**src/rtl/spike_event_decoder.sv**
```systemverilog
// Consumer-side decoder for a convolution layer's output FIFO: pops packed
// {timestep, x, y, spikes} words and serializes them into per-channel spike events.
module spike_event_decoder #(
    parameter int  COORD_BITS = 8,
    parameter int  CHANNELS   = 2,
    localparam int DATA_WIDTH = 2 * (COORD_BITS - 1) + CHANNELS + 1,
    localparam int CH_BITS    = (CHANNELS > 1) ? $clog2(CHANNELS) : 1
) (
    input  logic                  clk,
    input  logic                  rst,
    input  logic                  fifo_empty_i,
    input  logic [DATA_WIDTH-1:0] fifo_data_i,
    output logic                  fifo_read_o,
    output logic                  evt_valid_o,
    input  logic                  evt_ready_i,
    output logic [COORD_BITS-2:0] evt_x_o,
    output logic [COORD_BITS-2:0] evt_y_o,
    output logic [CH_BITS-1:0]    evt_ch_o,
    output logic                  evt_timestep_o,
    output logic                  busy_o,
    output logic [15:0]           timestep_count_o
);

    localparam int XY_BITS = COORD_BITS - 1;

    localparam logic [1:0] ST_IDLE  = 2'd0;
    localparam logic [1:0] ST_FETCH = 2'd1;
    localparam logic [1:0] ST_EMIT  = 2'd2;

    localparam logic [CHANNELS-1:0] ONE_MASK = CHANNELS'(1'b1);

    function automatic logic [CH_BITS-1:0] lowest_set(input logic [CHANNELS-1:0] m);
        logic [CH_BITS-1:0] idx;
        idx = '0;
        for (int i = CHANNELS - 1; i >= 0; i--) begin
            if (m[i]) begin
                idx = CH_BITS'(i);
            end
        end
        return idx;
    endfunction

    logic [1:0]          state_q,  state_d;
    logic [XY_BITS-1:0]  x_q,      x_d;
    logic [XY_BITS-1:0]  y_q,      y_d;
    logic [CHANNELS-1:0] mask_q,   mask_d;
    logic                ts_q,     ts_d;
    logic                valid_q,  valid_d;
    logic [CH_BITS-1:0]  ch_q,     ch_d;
    logic                evt_ts_q, evt_ts_d;
    logic [15:0]         count_q,  count_d;

    logic                word_ts_s;
    logic [XY_BITS-1:0]  word_x_s;
    logic [XY_BITS-1:0]  word_y_s;
    logic [CHANNELS-1:0] word_mask_s;

    assign word_ts_s   = fifo_data_i[DATA_WIDTH-1];
    assign word_x_s    = fifo_data_i[DATA_WIDTH-2 -: XY_BITS];
    assign word_y_s    = fifo_data_i[CHANNELS +: XY_BITS];
    assign word_mask_s = fifo_data_i[CHANNELS-1:0];

    // Next-state and next-event computation; the event registers always hold the event on offer.
    always_comb begin
        state_d  = state_q;
        x_d      = x_q;
        y_d      = y_q;
        mask_d   = mask_q;
        ts_d     = ts_q;
        valid_d  = valid_q;
        ch_d     = ch_q;
        evt_ts_d = evt_ts_q;
        count_d  = count_q;
        case (state_q)
            ST_IDLE: begin
                if (!fifo_empty_i) begin
                    state_d = ST_FETCH;
                end else begin
                    state_d = ST_IDLE;
                end
            end
            ST_FETCH: begin
                x_d    = word_x_s;
                y_d    = word_y_s;
                mask_d = word_mask_s;
                ts_d   = word_ts_s;
                if ((word_mask_s != '0) || word_ts_s) begin
                    state_d  = ST_EMIT;
                    valid_d  = 1'b1;
                    ch_d     = lowest_set(word_mask_s);
                    evt_ts_d = (word_mask_s == '0);
                end else begin
                    state_d  = ST_IDLE;
                    valid_d  = 1'b0;
                    ch_d     = '0;
                    evt_ts_d = 1'b0;
                end
            end
            ST_EMIT: begin
                if (valid_q && evt_ready_i) begin
                    if (evt_ts_q) begin
                        ts_d    = 1'b0;
                        count_d = count_q + 16'd1;
                    end else begin
                        mask_d = mask_q & ~(ONE_MASK << ch_q);
                    end
                    // Spikes drain first, so the marker only surfaces once the mask is empty.
                    if (mask_d != '0) begin
                        valid_d  = 1'b1;
                        ch_d     = lowest_set(mask_d);
                        evt_ts_d = 1'b0;
                    end else if (ts_d) begin
                        valid_d  = 1'b1;
                        ch_d     = '0;
                        evt_ts_d = 1'b1;
                    end else begin
                        valid_d  = 1'b0;
                        ch_d     = '0;
                        evt_ts_d = 1'b0;
                        state_d  = ST_IDLE;
                    end
                end else begin
                    state_d = ST_EMIT;
                end
            end
            default: begin
                state_d  = ST_IDLE;
                valid_d  = 1'b0;
                ch_d     = '0;
                evt_ts_d = 1'b0;
            end
        endcase
    end

    // State and event registers with asynchronous reset.
    always_ff @(posedge clk or posedge rst) begin
        if (rst) begin
            state_q  <= ST_IDLE;
            x_q      <= '0;
            y_q      <= '0;
            mask_q   <= '0;
            ts_q     <= 1'b0;
            valid_q  <= 1'b0;
            ch_q     <= '0;
            evt_ts_q <= 1'b0;
            count_q  <= 16'd0;
        end else begin
            state_q  <= state_d;
            x_q      <= x_d;
            y_q      <= y_d;
            mask_q   <= mask_d;
            ts_q     <= ts_d;
            valid_q  <= valid_d;
            ch_q     <= ch_d;
            evt_ts_q <= evt_ts_d;
            count_q  <= count_d;
        end
    end

    // The pop strobe must fall in the IDLE cycle itself to keep the 2-cycle word overhead.
    assign fifo_read_o      = (state_q == ST_IDLE) && !fifo_empty_i && !rst;
    assign busy_o           = (state_q != ST_IDLE);
    assign evt_valid_o      = valid_q;
    assign evt_x_o          = x_q;
    assign evt_y_o          = y_q;
    assign evt_ch_o         = ch_q;
    assign evt_timestep_o   = evt_ts_q;
    assign timestep_count_o = count_q;

endmodule

```
**config.mk**
```make
export PLATFORM = sky130hd
export DESIGN_NAME = spike_event_decoder
export DESIGN_NICKNAME = d
export VERILOG_FILES = /design/src/rtl/spike_event_decoder.sv
export SDC_FILE = /design/constraint.sdc
export NUM_CORES = 1
export LEC_CHECK = 0
export BUFFER_PORTS_ARGS = -buffer_cell sky130_fd_sc_hd__buf_4
export CORE_ASPECT_RATIO = 1.2
export CORE_MARGIN = 2
export CORE_UTILIZATION = 50
export CTS_CLUSTER_DIAMETER = 30
export DETAILED_ROUTE_END_ITERATION = 16
export GPL_TIMING_DRIVEN = 0
export MAX_ROUTING_LAYER = met4
export PLACE_DENSITY = 0.78
export SETUP_SLACK_MARGIN = 0.02
export SKIP_CTS_REPAIR_TIMING = 1
export SLEW_MARGIN = 20
export SYNTH_ARGS = -nofsm -noshare
export SYNTH_HDL_FRONTEND = slang
export SYNTH_SLANG_ARGS = --single-unit
```
**constraint.sdc**
```tcl
create_clock -name clk -period 2 [get_ports clk]
set_input_delay 0.4 -clock clk [delete_from_list [all_inputs] [get_ports clk]]
set_output_delay 0.4 -clock clk [all_outputs]
set_load 0.1 [all_outputs]
```
======== Yosys cells after proc, flatten, opt, wreduce, memory -nomap -nowiden ========
Index checks and enable logic that the tools add are counted.
Widths: inputs -> output; s select.
word-level totals
  register bits after elaboration ......... 38
  input bits .............................. 21
cells by class
  add/subtract/negate cells ............... 1
  equality and inequality tests ........... 5
  shift operators ......................... 1
  multiplexer cells ....................... 33
  bitwise operators ....................... 3
  reductions and logical operators ........ 16
operator list
  kind                   number
  $mux 1                 19
  $add 16x1->16 const B  1
  $mux 2                 8
  $pmux 1 s3             3
  $reduce_bool 2->1      4
  $ne 3x3->1 const B     2
  $pmux 2 s3             1
  $reduce_and 2->1       3
  $logic_not 2->1        2
  $pmux 2 s2             1
  $logic_and 1x1->1      3
  $reduce_and 3->1       1
  $and 2x2->2            1
  $eq 2x1->1 const B     1
  $eq 2x2->1 const B     1
  $logic_not 1->1        2
  $ne 2x2->1 const B     1
  $not 2->2              1
  $pmux 1 s2             1
  $shl 1x1->2 const A    1
  $logic_or 1x1->1       1
  $not 1->1              1

======== Depth between registers and ports, before layout ========
  depth after elaboration ................. 11
  mapped depth ............................ 8
  gate-level depth less buffers ........... 6

======== Worst setup path after synthesis ========
Ideal clock, no wire load.
  path kind ............................... register to output
  from .................................... register state_q[0]
  to ...................................... output fifo_read_o
  arrival time ............................ 1994 ps
  required time ........................... 1600 ps
  path slack .............................. -394 ps
  stages on the path, launching flop included .. 5
  cell sequence ........................... dfrtp_1 -> inv_1 -> ha_1 -> nand2b_1 -> nor2_1
between the ends
  longest elaborated chain between the ends .. 3
RTL lines
  item                            RTL line  RTL
  start: declaration              43        logic [1:0] state_q, state_d;
  start signal: assignment        148       state_q <= state_d;
  $logic_not 2->1                 161       assign fifo_read_o = (state_q == ST_IDLE) && !fifo_empty_i && !rst;
  $logic_and 1x1->1 (2 in a row)  161
  end: declaration                13        output logic fifo_read_o,
Every way passes these cells.

======== Worst setup path in the final report ========
  from .................................... register state_q[1]
  to ...................................... output fifo_read_o
Same word-level chain as after synthesis.

==> key figures <==
Timing
  – TNS Setup: 0 ps
  – Final setup violation count: 0
  – Relative slew slack: between 40% and 50%
  – Worst hold slack: 268.1 ps
  – Final WS setup: 136.9 ps
  – Fin crit period: 1863 ps
  – Final Hold Viols: 0
  – RSZ-0062 raised after global routing: no
  – Worst-Margin Slew: between 700 and 800 ps
  – Clk_skew: 9.614 ps
  – Final clock period utilization by the worst path: 93.15%
  – Pins Over Slew Limit: 0
  – Max frequency: 0.5367 GHz

Place
  – DP Area: 0.002301 sq mm
  – Worst slack, placed: about 230 ps
  – Final Wtd Congestion: 0.9464
  – Port buffer count: 55
  – Post-DP HPWL: 2.746 mm
  – Post-placement cell count: 245

Global routing
  – GRT overflow: 0
  – Initial antenna violation count: 0
  – Gr usage total: 20.82%
  – Number of global-route vias before repair: 1442
  – First-pass GRT wire length: 6.403 mm
  – Largest net degree at the start of global routing: 39

Synthesis
  – Post-synth EDFFs: 0
  – Syn_area_per_cell: 12.11 sq um
  – Synth Cell Area: roughly 0.0018 sq mm
  – Predominant post-synthesis flop cell: dfrtp_1
  – Seq/Total Area, Yosys: 51.98%
  – Post-synth ARST share: 100.0%
  – Syn. warnings: 0
  – Post-synthesis register bit count: 38
  – Syn Nets: roughly 180
  – Syn Inst Count: 151
  – Post-synthesis cell type count: 39

Critical path
  – Worst Setup Path Type: reg2out
  – Crit path arrival time: 1460 ps
  – End of the critical path: fifo_read_o
  – Reg2reg end: timestep_count_o[13]
  – Reg-to-reg slack, setup: 230 ps
  – Worst setup startpoint: state_q[1]
  – FF-to-FF Start: state_q[0]
  – Setup crit end kind: primary output
  – Reg2reg path depth: 8
  – Required time of the critical path: about 1600 ps
  – Max FO, Critical Path: 4
  – Worst Setup Start Kind: flop

Die
  – Initial core utilization: 51.19%
  – Io pins: 56
  – Die area: between 0.004 and 0.005 sq mm
  – Row count: 24
  – Die height: between 70 and 80 um
  – Core ar.: roughly 0.0036 sq mm
  – Die Width: approximately 59 um

Clock network
  – TritonCTS Buffers: 5
  – Worst-path clk slew: 80 ps
  – Worst-skew pair later-pin latency: 290 ps
  – CTS tree: yes
  – CTS max path bufs: 2
  – CTS Sinks: 38
  – Root buffer cell: clkbuf_8
  – H-tree depth: 2

Power and ir drop
  – Tot Pwr: 4.219 mW
  – Logic pwr share: approximately 54%
  – Power per cell area: around 1700 mW/mm^2
  – P_int: 2.068 mW
  – Switching Fraction: 51.00%
  – VDD IR-drop max: 889.9 uV
  – Leak: 1.206 nW
  – Sequential share of power: 27.0%
  – Clock power frac: between 10% and 20%
  – Net Switching: 2.152 mW

Route
  – WL final: 3.744 mm
  – Vias: ~1400
  – Post-route DRC: 0
  – Antenna viol nets, final: 0
  – WL/cell: 14.80 um
  – Initial drt markers: 33
  – Via-per-instance ratio: 5.387
  – Pre-Repair DR Iteration Count: 4

Final layout
  – Area of the multi-input gates: 809.5 sq um
  – Most frequent cells in the layout: buf_4 (56), dfrtp_1 (32), mux2_2 (15)
  – Reg area: ~960 sq um
  – Post-route insts no fill: 253
  – Syn-to-layout area delta: 33.99%
  – # fillers: 275
  – Final instance area: 0.002451 sq mm
  – Antenna fix cells: 0
  – Layout cells sized above 1: 45.79%
  – Nets: 239
  – Most common cell after layout, fill and taps aside: buf_4
  – Final core occ: 68.59%

Status
  – Status: complete, no violations

Min path
  – Worst hold path type: in2async

Run
  – Max_cap viols: 0
[flip-flops by register name, summed over array words and instances, names as in the netlist]
register          count
state_q               2
evt_valid_o           1
evt_timestep_o        1
mask_q                2
evt_y_o               7
ts_q                  1
evt_ch_o              1
evt_x_o               7
timestep_count_o     16
[kinds of logic after synthesis]
family | count (synthesis) | share of synthesized area, %
AND/OR/NAND/NOR | 43 | 14.91
multiplexers | 19 | 11.42
buffers and inverters | 14 | 3.898
AO/OA/AOI/OAI | 17 | 6.362
XOR/XNOR | 15 | 8.003
adder cells (fa/ha/maj) | 5 | 3.420
flip-flops | 38 | 51.98
[power groups by stage]
stage	sequential (mW)	clock, mW	combinational (mW)
after global routing	1.17	0.847	2.38
after global placement	1.14	0	2.25
after detailed placement	1.15	0	2.29
after CTS	1.14	0.813	2.29
final	1.14	0.802	2.28
after floorplan	2.33	0	0.619
[Yosys cell counts (2+ instances only)]
master,number,area [sq um]
dfrtp_1,38,950.9
mux2_2,15,168.9
nand2_1,13,48.80
xnor2_1,11,96.34
inv_1,7,26.28
ha_1,5,62.56
nand3_1,5,25.02
o21ai_0,5,25.02
and3_1,4,25.02
and4_1,4,35.03
mux2i_1,4,40.04
a21oi_1,3,15.01
buf_2,3,15.01
nor3_1,3,15.01
buf_4,2,15.01
nand2b_1,2,12.51
nand4_4,2,42.54
nor2_1,2,7.510
xnor2_2,2,32.53
xor2_1,2,17.52
[critical path, stage by stage, from the launching register on]
cell and delay, ps:
dfrtp_1 420, inv_1 100, ha_1 220, nand2b_1 100, nor2_2 120, buf_8 210
[routing by layer]
layer | vias up | routed length (um) | global-route usage, %
met2 | 31 | 2063 | 34.55
li1 | 654 | - | -
met1 | 669 | 1447 | 23.90
met4 | 0 | 88 | 9.343
met5 | - | 0 | -
met3 | 9 | 145 | 3.704
[worst min-delay path by stage]
| stage | cells past startpoint | startpoint | slack [ps] | endpoint |
|---|---|---|---|---|
| 5_1_grt | 2 | fifo_data_i[14] | 340 | evt_x_o[5] |
| 3_3_place_gp | 1 | timestep_count_o[6] | 470 | timestep_count_o[6] |
| 2_1_floorplan | 1 | fifo_data_i[15] | 550 | evt_x_o[6] |
| 6_report | 2 | rst | 270 | evt_valid_o |
| 3_5_place_dp | 1 | timestep_count_o[6] | 490 | timestep_count_o[6] |
| 4_1_cts | 2 | rst | 300 | evt_x_o[0] |
[area by class of cell]
type / instances / share of cell area, %
repair buffers: 55 / 17.15
inverters: 7 / 1.072
multi-input cells: 99 / 33.03
flip-flops and latches: 38 / 39.10
well taps: 39 / 1.991
plain buffers: 7 / 1.838
clock inverters: 2 / 2.450
clock buffers: 6 / 3.369
No activity file was read; power rests on OpenSTA's default activity.
